File: src/rtl/parking_pkg.sv
// parking_pkg: shared definitions for the parking lot controllers.
//   SLOTS / TIME_W  - occupancy map width and timestamp width
//   slot_t          - slot index type
//   state_t         - exit gate controller states
//   exit_req_t      - exit request latched in IDLE
//   decode_token()  - token -> slot; XOR is its own inverse, so the
//                     producer uses the same function
package parking_pkg;

    localparam int SLOTS  = 8;
    localparam int TIME_W = 8;
    localparam int SLOT_W = $clog2(SLOTS);
    localparam int CNT_W  = $clog2(SLOTS + 1);

    typedef logic [SLOT_W-1:0] slot_t;

    typedef enum logic [2:0] {
        ST_IDLE,
        ST_CHECK,
        ST_CHARGE,
        ST_GATE,
        ST_ERROR
    } state_t;

    typedef struct packed {
        slot_t             slot;
        logic [TIME_W-1:0] time_in;
        logic [TIME_W-1:0] time_out;
    } exit_req_t;

    function automatic slot_t decode_token(input slot_t token, input slot_t pattern);
        return token ^ pattern;
    endfunction

endpackage

File: src/rtl/slot_counter.sv
// slot_counter: popcount of the occupancy map.
//   occupancy - bit i set when slot i is occupied
//   parked    - number of occupied slots
//   empty     - SLOTS - parked
module slot_counter
    import parking_pkg::*;
(
    input  logic [SLOTS-1:0] occupancy,
    output logic [CNT_W-1:0] parked,
    output logic [CNT_W-1:0] empty
);

    logic [CNT_W-1:0] cnt;

    always_comb begin
        cnt = '0;
        for (int i = 0; i < SLOTS; i++)
            cnt = cnt + CNT_W'(occupancy[i]);
    end

    assign parked = cnt;
    assign empty  = CNT_W'(SLOTS) - cnt;

endmodule

File: src/rtl/parking_exit_gate.sv
// parking_exit_gate: exit-side controller. Decodes the driver token to a
// slot, checks it is occupied, charges the stay, frees the slot and holds
// the barrier open for GATE_OPEN_CYCLES cycles. Owns the occupancy map.
//   clk, rst               - clock, async active-high reset
//   capacity_in/_load      - occupancy map load from entry side (IDLE only)
//   exit_req, token,
//   pattern, time_in/out   - exit request (sampled in IDLE only)
//   new_capacity           - occupancy register
//   time_total, fee        - result of last successful exit
//   exit_ack / exit_err    - one-cycle success / empty-slot pulses
//   gate_open, busy        - barrier open, controller not idle
//   parked, empty          - occupied / free slot counts
module parking_exit_gate
    import parking_pkg::*;
#(
    parameter int FEE_RATE         = 2,
    parameter int GATE_OPEN_CYCLES = 4
) (
    input  logic              clk,
    input  logic              rst,
    input  logic [SLOTS-1:0]  capacity_in,
    input  logic              capacity_load,
    input  logic              exit_req,
    input  slot_t             token,
    input  slot_t             pattern,
    input  logic [TIME_W-1:0] time_in,
    input  logic [TIME_W-1:0] time_out,
    output logic [SLOTS-1:0]  new_capacity,
    output logic [TIME_W-1:0] time_total,
    output logic [15:0]       fee,
    output logic              exit_ack,
    output logic              exit_err,
    output logic              gate_open,
    output logic              busy,
    output logic [CNT_W-1:0]  parked,
    output logic [CNT_W-1:0]  empty
);

    localparam int GATE_W = $clog2(GATE_OPEN_CYCLES) + 1;
    localparam logic [GATE_W-1:0] GATE_LAST = GATE_W'(GATE_OPEN_CYCLES - 1);

    state_t            state_q, state_d;
    exit_req_t         req_q;
    logic [SLOTS-1:0]  occ_q;
    logic [TIME_W-1:0] time_total_q;
    logic [15:0]       fee_q;
    logic [GATE_W-1:0] gate_cnt_q;

    logic [TIME_W-1:0] stay;
    logic [15:0]       fee_calc;

    // Modular subtraction makes a rollover between entry and exit legal.
    assign stay     = req_q.time_out - req_q.time_in;
    assign fee_calc = 16'(stay) * 16'(FEE_RATE);

    always_comb begin
        state_d = state_q;
        unique case (state_q)
            ST_IDLE:   if (exit_req) state_d = ST_CHECK;
            ST_CHECK:  state_d = occ_q[req_q.slot] ? ST_CHARGE : ST_ERROR;
            ST_CHARGE: state_d = ST_GATE;
            ST_GATE:   if (gate_cnt_q == '0) state_d = ST_IDLE;
            ST_ERROR:  state_d = ST_IDLE;
            default:   state_d = ST_IDLE;
        endcase
    end

    always_ff @(posedge clk or posedge rst) begin
        if (rst) state_q <= ST_IDLE;
        else     state_q <= state_d;
    end

    always_ff @(posedge clk or posedge rst) begin
        if (rst) begin
            req_q        <= '0;
            occ_q        <= '0;
            time_total_q <= '0;
            fee_q        <= '0;
            gate_cnt_q   <= '0;
        end else begin
            unique case (state_q)
                ST_IDLE: begin
                    // A load and a request in the same cycle both land, so
                    // CHECK sees the freshly loaded map.
                    if (capacity_load) occ_q <= capacity_in;
                    if (exit_req)
                        req_q <= '{slot:     decode_token(token, pattern),
                                   time_in:  time_in,
                                   time_out: time_out};
                end
                ST_CHARGE: begin
                    occ_q[req_q.slot] <= 1'b0;
                    time_total_q      <= stay;
                    fee_q             <= fee_calc;
                    gate_cnt_q        <= GATE_LAST;
                end
                ST_GATE: if (gate_cnt_q != '0) gate_cnt_q <= gate_cnt_q - 1'b1;
                default: ;
            endcase
        end
    end

    // Strobes decode straight from the state register so they fall the
    // instant reset asserts.
    assign gate_open    = (state_q == ST_GATE);
    assign exit_ack     = (state_q == ST_GATE) && (gate_cnt_q == GATE_LAST);
    assign exit_err     = (state_q == ST_ERROR);
    assign busy         = (state_q != ST_IDLE);
    assign new_capacity = occ_q;
    assign time_total   = time_total_q;
    assign fee          = fee_q;

    slot_counter u_slot_counter (
        .occupancy (occ_q),
        .parked    (parked),
        .empty     (empty)
    );

endmodule

File: config.mk
export PLATFORM = sky130hd
export DESIGN_NAME = parking_exit_gate
export DESIGN_NICKNAME = d
export VERILOG_FILES = /design/src/rtl/parking_pkg.sv /design/src/rtl/slot_counter.sv /design/src/rtl/parking_exit_gate.sv
export SDC_FILE = /design/constraint.sdc
export NUM_CORES = 1
export LEC_CHECK = 0
export ABC_CLOCK_PERIOD_IN_PS = 3090
export BUFFER_PORTS_ARGS = -buffer_cell sky130_fd_sc_hd__buf_2
export CAP_MARGIN = 20
export CORE_MARGIN = 2
export CORE_UTILIZATION = 35
export CTS_CLUSTER_SIZE = 8
export DETAILED_ROUTE_END_ITERATION = 10
export GPL_ROUTABILITY_DRIVEN = 0
export SLEW_MARGIN = 20
export SYNTH_ARGS = -nofsm -noshare
export SYNTH_HDL_FRONTEND = slang
export SYNTH_HIERARCHICAL = 1
export SYNTH_SLANG_ARGS = --single-unit
File: constraint.sdc
create_clock -name clk -period 3.09 [get_ports clk]
set_input_delay 0.309 -clock clk [delete_from_list [all_inputs] [get_ports clk]]
set_output_delay 0.309 -clock clk [all_outputs]
set_load 0.02 [all_outputs]
==> out/results.tsv, run 1 <==
metric	value	unit
outcome	finished with violations	
violations	setup timing	
period_share	108.3	%
yosysSeqAreaShare	40.53	%
cts_htree_levels	2	
final_cell_mix	64 x buf_2, 38 x dfrtp_1, 30 x o21ai_0	
finalHoldViolations	0	
drt_wl_total	5.512	mm
clock-sinks	41	
postCtsHoldBufs	0	
place.port_buffers	69	
final-seq-area	0.001030	mm2
drtAntennaViolNets	0	
grt_pass1_vias	1901	
die_h	89.04	um
rsz0062_at_grt	true	
drv_cap	0	
nFillCells	718	
fin_crit	3.346	ns
hpwl	4.051	mm
synth_top_area_share	40.53	%
synth_ff_type	dfrtp_1	
postSynth.asyncResetShare	100.0	%
reg2reg_from	state_q[1]	
hold_ws	0.1246	ns
multi_input_area	0.001311	mm2
root_buffer	clkbuf_8	
netlist_area	0.002531	mm2
setup_viol	3	
fin_skew	0.006951	ns
syn2layout_area_growth	24.37	%
critPathKind	reg -> out	
worstSetupStartpoint	new_capacity[2]	
setup_tns	-0.6536	ns
yosysTopAreaCell	dfrtp_1	
synth-edff-count	0	
core	0.007137	mm2
antenna_found_initial	0	
cts_tree	yes	
layout_setup_ws	-0.2559	ns
fin_util	44.11	%
synth.distinct_cells	41	
nets	387	
drv_slew	0	
numCtsBuffers	5	
synth_warnings	6	
drc	0	
diodes	0	
io_pins	78	
r2r_slack	0.90	ns
fmax	0.2989	GHz
critical_path.max_fanout	5	
clk_latency	0.30	ns
yosys-top-cells-area	dfrtp_1 41%, ha_1 6.9%, o21ai_0 5.9%	
grt.overflow.total	0	
fp-row-count	31	
worstReg2RegEnd	req_q[3]	
grt_use_total	14.73	%
drive_above_1_share	33.73	%
routedWlPerCell	12.70	um
via_count	2026	
die_w	89.04	um
clock_tree.buffer_depth	2	
place_ws	0.02626	ns
start_kind	register	
drtIter0Drc	70	
critical_path_arrival	3.04	ns
min_path_type	in -> async	
cp_data_required_time	2.78	ns
slew_headroom	46.80	%
cp-end-kind	primary output	
synth_seq_cells	41	
syn_inst	268	
initial_utilization	35.47	%
vias_per_cell	4.668	
tightest_slew	0.7981	ns
clk_pin_slew	0.08	ns
drt_pass1_iterations	4	
r2r.worst_path.cells	3	
die_area	0.007928	mm2
grt_pass1_wl	9.011	mm
mostFrequentLayoutCell	buf_2	
grt_max_degree	42	
synth.avg_cell_area	9.445	um2
## sequential cells by signal (all words and copies together) (netlist names)
signal and cells:
new_capacity 8, gate_cnt_q 3, fee 8, req_q 19, state_q 3
## layout make-up
type / count / share of cell area [%]
tap: 99 / 3.935
clock buffer: 5 / 2.186
timing repair buffer: 80 / 14.47
clock inverter: 3 / 2.067
multi-input combinational: 181 / 41.65
sequential: 41 / 32.71
inverter: 25 / 2.981
## worst max-delay path by stage
stage	endpoint	slack, ns	cells past startpoint
global route	empty[3]	-0.35	11
floorplan	empty[3]	-0.03	10
global placement	empty[3]	0.07	11
finish	empty[3]	-0.26	11
detailed placement	empty[3]	0.03	11
CTS	empty[3]	-0.29	11
## cell families (layout without fill, tap and decap cells)
family | after synthesis | after routing | share of synthesized area [%]
compound gates | 60 | 60 | 13.05
xor+xnor | 10 | 10 | 3.460
fa+ha+maj | 19 | 19 | 10.88
buf+inv | 53 | 113 | 10.68
flops | 41 | 41 | 40.53
mux | 13 | 13 | 6.574
other cells | 1 | 8 | 0.1482
simple gates | 71 | 71 | 14.68
## cells in the mapped netlist, types with 3 or more instances
library cell	n
xor2_1	4
clkbuf_1	7
nor2_1	8
buf_2	3
a31oi_1	3
nor3_1	5
mux2_2	9
nand2_1	28
inv_1	25
xnor2_1	6
nor2b_1	9
o21ai_0	30
ha_1	14
nor3b_1	5
dfrtp_1	41
fa_1	5
buf_4	18
a21oi_1	18
## critical path: stages (launching register included)
cell	delay [ns]
dfrtp_2	0.40
inv_1	0.06
fa_1	0.48
inv_1	0.05
fa_1	0.48
ha_2	0.18
inv_2	0.04
fa_2	0.37
xnor2_4	0.16
nor3_4	0.22
xor2_2	0.16
buf_6	0.13
## routing by layer
metal / share of wire [%] / global-route usage [%] / routed length, um / vias up
li1: - / - / - / 1011
met1: 44 / 18.62 / 2428 / 957
met2: 50 / 25.78 / 2773 / 53
met3: 5.0 / 3.878 / 274 / 5
met4: 0.65 / 2.578 / 36 / 0
met5: 0 / 0 / 0 / -
## timing repair
item / in CTS / in global routing
resized for setup: 11 / 4
pin swaps: 2 / 1
setup buffers: 2 / 1
setup endpoints to repair: 3 / 5
## through the flow
stage          std cells  instance area, um2
5_1_grt              434                3148
3_3_place_gp         423                2943
2_1_floorplan        275                2590
4_1_cts              433                3127
6_report             434                3148
3_5_place_dp         423                2943
Power of run 1 is left out: the tool's default activity adds up to more than one toggle a clock period on the data nets, which glitch-free logic cannot reach.
==> run 2: changes to the inputs <==
Settings changed: ABC_CLOCK_PERIOD_IN_PS 3090 to 4000, RECOVER_POWER from default to 100.
Clock period 3.09 ns to 4 ns, I/O delays scaled along.
==> run 2 against run 1 <==
Net effect:
- the flow finishes with violations (capacitance limit, slew limit)
- non-clock buffer count is 9 lower
- core utilization is 3.1 points lower
- setup slack better by 0.63 ns
- sequential share of layout area is 2.3 points higher
- hold slack better by 0.18 ns
- global-route usage is 0.88 points lower
- first-iteration DRC count is 54% higher
- critical path depth stayed put
- wire length is 5.7% lower
- sequential cell count stayed put
- die area stayed put
- highest routed layer unchanged
==> out/results.tsv, run 2 (synthesis results as in run 1) <==
metric	value	unit
critical_path_arrival	3.23	ns
cp_cell_sequence	inv_1 > fa_1 > inv_1 > fa_1 > ha_1 > inv_1 > fa_1 > inv_1 > nor3_2 > xor2_1 > clkbuf_1	
top_usage_layer	met2	
crit_top_cell	inv_1	
gr-usage-met2	22.25	%
io_pins	78	
fmax	0.2756	GHz
post_cts_resized	0	
drtAntennaViolNets	0	
core	0.007137	mm2
critPathMaxStageDelay	0.55	ns
initial_utilization	35.47	%
top_register	req_q	
slew_headroom	-49.40	%
start_kind	register	
clock_tree.buffer_depth	2	
critPathKind	reg -> out	
postCtsSetupRepairBufs	0	
finalHoldViolations	0	
antenna_found_initial	0	
clock-sinks	41	
min_path_type	in -> reg	
nets	378	
diodes	0	
drtIter0Drc	108	
reg2reg_from	state_q[1]	
via_count	1948	
grt_pass1_wl	8.493	mm
final_cell_mix	41 x dfrtp_1, 39 x clkbuf_1, 33 x buf_2	
setup_tns	0	ns
drt_wl_total	5.197	mm
largest_reg_flops	19	
routedWlPerCell	12.23	um
grt_max_degree	42	
die_w	89.04	um
cts_tree	yes	
syn2layout_area_growth	15.72	%
period_share	90.73	%
outcome	finished with violations	
setup_viol	0	
cp-end-kind	primary output	
grt_use_total	13.85	%
place.port_buffers	69	
vias_per_cell	4.584	
drv_cap	1	
fp-row-count	31	
cp_data_required_time	3.60	ns
cts_htree_levels	2	
critPathBufInv	5	
use_met1	18.95	%
grt.overflow.total	0	
rsz0062_at_grt	false	
clk_pin_slew	0.08	ns
drc	0	
fin_crit	3.629	ns
cpMaxStageDelayCell	fa_1	
use_met3	3.324	%
hpwl	3.969	mm
grt_pass1_vias	1761	
tightest_slew	2.241	ns
critical-path-top-delay-family	adder cells	
root_buffer	clkbuf_8	
drive_above_1_share	16.56	%
die_area	0.007928	mm2
worstSetupStartpoint	new_capacity[0]	
die_h	89.04	um
postCtsHoldBufs	0	
drv_slew	42	
drt_pass1_iterations	4	
critical_path.max_fanout	5	
clk_latency	0.29	ns
numCtsBuffers	5	
min-delay-start	time_in[4]	
fin_skew	0.006633	ns
mostFrequentLayoutCell	dfrtp_1	
violations	capacitance limit, slew limit	
[run 2: cell types whose count changed in the layout (fill, tap and decap cells not counted), sizes merged]
cell	before	now
clkinv	1	0
bufinv	2	1
clkbuf	5	45
buf	80	33
[run 2: worst paths after layout]
path,cells past startpoint,slack (ns),endpoint
setup / recovery,11,0.37,empty[3]
hold / removal,3,0.31,req_q[12]
setup reg to reg,4,1.52,req_q[5]
hold reg to reg,2,0.51,fee[2]
max in group asynchronous,3,1.80,new_capacity[6]
min in group asynchronous,3,0.92,fee[1]
[run 2: metrics by stage]
step / setup WS (ns) / cells / instance area [um2] / util (%) / hold WS [ns]
2_1_floorplan: 0.4510 / 275 / 2557 / - / 0.4738
3_3_place_gp: 0.8421 / 417 / 2865 / 40.15 / 0.4869
3_5_place_dp: 0.7317 / 417 / 2865 / 40.15 / 0.4907
4_1_cts: 0.4082 / 425 / 2982 / 41.78 / 0.2484
5_1_grt: 0.1922 / 425 / 2929 / 41.04 / 0.3044
6_report: 0.3709 / 425 / 2929 / 41.04 / 0.3053
[run 2: worst register-to-register path, stage by stage, from the launching register on]
cell	delay [ns]
dfrtp_1	0.53
inv_1	0.35
and3_1	0.62
clkbuf_1	0.48
mux2_2	0.39
[run 2: routing by layer]
| metal | up-vias | wire length (um) |
|---|---|---|
| met3 | 2 | 241 |
| met5 | - | 0 |
| li1 | 993 | - |
| met4 | 0 | 35 |
| met2 | 43 | 2540 |
| met1 | 910 | 2380 |
[run 2: cell type report]
| cell class | instances | area, um2 |
|---|---|---|
| Tap cell | 99 | 123.9 |
| Clock buffer | 7 | 86.33 |
| Timing Repair Buffer | 71 | 307.8 |
| Multi-Input combinational cell | 181 | 1261 |
| Clock inverter | 1 | 30.03 |
| Inverter | 25 | 93.84 |
| Sequential cell | 41 | 1026 |
| Fill cell | 768 | 4208 |
Power of run 2 is left out for the same reason.
==> run 3: changes to the inputs <==
Settings changed: CORE_ASPECT_RATIO from default to 1.4, CORE_UTILIZATION 35 to 50, PLACE_DENSITY from default to 0.78.
==> run 3 against run 2 <==
Net effect:
- the run still ends with capacitance limit, slew limit left
- wire length shrank 3.8%
- critical path depth is the same
- cell count is 8.7% lower
- first-iteration DRC count fell by 31%
==> out/results.tsv, run 3 (synthesis results as in run 1) <==
metric	value	unit
nFillCells	475	
critical_path_arrival	3.21	ns
cts_tree	yes	
drv_slew	34	
critPathMaxStageDelay	0.53	ns
violations	capacitance limit, slew limit	
die_area	0.005655	mm2
cts_htree_levels	2	
fmax	0.2766	GHz
grt.overflow.total	0	
grt_pass1_wl	8.404	mm
outcome	finished with violations	
nets	378	
top_register	req_q	
min_path_type	in -> async	
grt_max_degree	34	
drt_wl_total	5.002	mm
drtIter0Drc	75	
largest_reg_flops	19	
multi_input_area	0.001261	mm2
drc	0	
cpMaxStageDelayCell	fa_1	
post_cts_resized	0	
r2r_slack	1.76	ns
via_count	1977	
tightest_slew	1.727	ns
drt_pass1_iterations	4	
postCtsHoldBufs	0	
drv_cap	1	
fin_skew	0.008288	ns
grt_pass1_vias	1888	
final_cell_mix	41 x dfrtp_1, 38 x clkbuf_1, 33 x buf_2	
vias_per_cell	5.095	
fp-row-count	30	
mostFrequentLayoutCell	dfrtp_1	
slew_headroom	-15.14	%
clock-sinks	41	
syn2layout_area_growth	12.31	%
initial_utilization	51.87	%
root_buffer	clkbuf_8	
die_h	88.19	um
cp_cell_sequence	inv_1 > fa_1 > inv_1 > fa_1 > ha_1 > inv_1 > fa_1 > inv_1 > nor3_2 > xor2_1 > clkbuf_1	
clk_pin_slew	0.08	ns
cp_data_required_time	3.60	ns
critical_path.max_fanout	5	
finalHoldViolations	0	
critPathKind	reg -> out	
numCtsBuffers	5	
hpwl	3.912	mm
io_pins	78	
clock_tree.buffer_depth	2	
critPathBufInv	5	
diodes	0	
rsz0062_at_grt	false	
period_share	90.37	%
start_kind	register	
antenna_found_initial	0	
final-seq-area	0.001026	mm2
drive_above_1_share	16.36	%
grt_use_total	18.88	%
postCtsSetupRepairBufs	0	
die_w	64.13	um
crit_top_cell	inv_1	
cp-end-kind	primary output	
critical-path-top-delay-family	adder cells	
drtAntennaViolNets	0	
routedWlPerCell	12.89	um
setup_tns	0	ns
fin_crit	3.615	ns
clk_latency	0.29	ns
place.port_buffers	69	
setup_viol	0	
core	0.004880	mm2
==> run 3: final timing paths <==
kind / startpoint / end / cells past startpoint
worst max-delay path: new_capacity[0] / empty[3] / 11
worst min-delay path: rst / state_q[0] / 2
worst max register to register: state_q[2] / req_q[16] / 5
worst min register to register: fee[1] / fee[1] / 2
max in group asynchronous: rst / req_q[0] / 3
min in group clk: time_in[5] / req_q[13] / 3
==> run 3: area by class of cell <==
cell class | instances | area share [%]
flip-flops and latches | 41 | 36.09
clock buffers | 5 | 2.421
inverters | 25 | 3.301
repair buffers | 71 | 10.83
clock inverters | 1 | 0.1761
well taps | 64 | 2.817
multi-input cells | 181 | 44.37
==> run 3: layer usage <==
metal	part of all wire (%)	track usage [%]	wire (um)
met5	0	0	0
met4	1.1	5.803	57
met3	5.5	3.470	273
met2	53	34.94	2647
met1	40	22.16	2024
==> run 3: through the flow <==
| stage | std cells | util, % | area [um2] | worst slack (ns) | hold slack, ns |
|---|---|---|---|---|---|
| 2_1_floorplan | 275 | - | 2557 | 0.4510 | 0.4738 |
| 3_3_place_gp | 382 | 57.82 | 2821 | 0.8629 | 0.3858 |
| 3_5_place_dp | 382 | 57.82 | 2821 | 0.7597 | 0.3933 |
| 4_1_cts | 388 | 59.33 | 2895 | 0.4359 | 0.07108 |
| 5_1_grt | 388 | 58.26 | 2843 | 0.2241 | 0.08920 |
| 6_report | 388 | 58.26 | 2843 | 0.3852 | 0.05624 |
Power of run 3 is left out for the same reason.
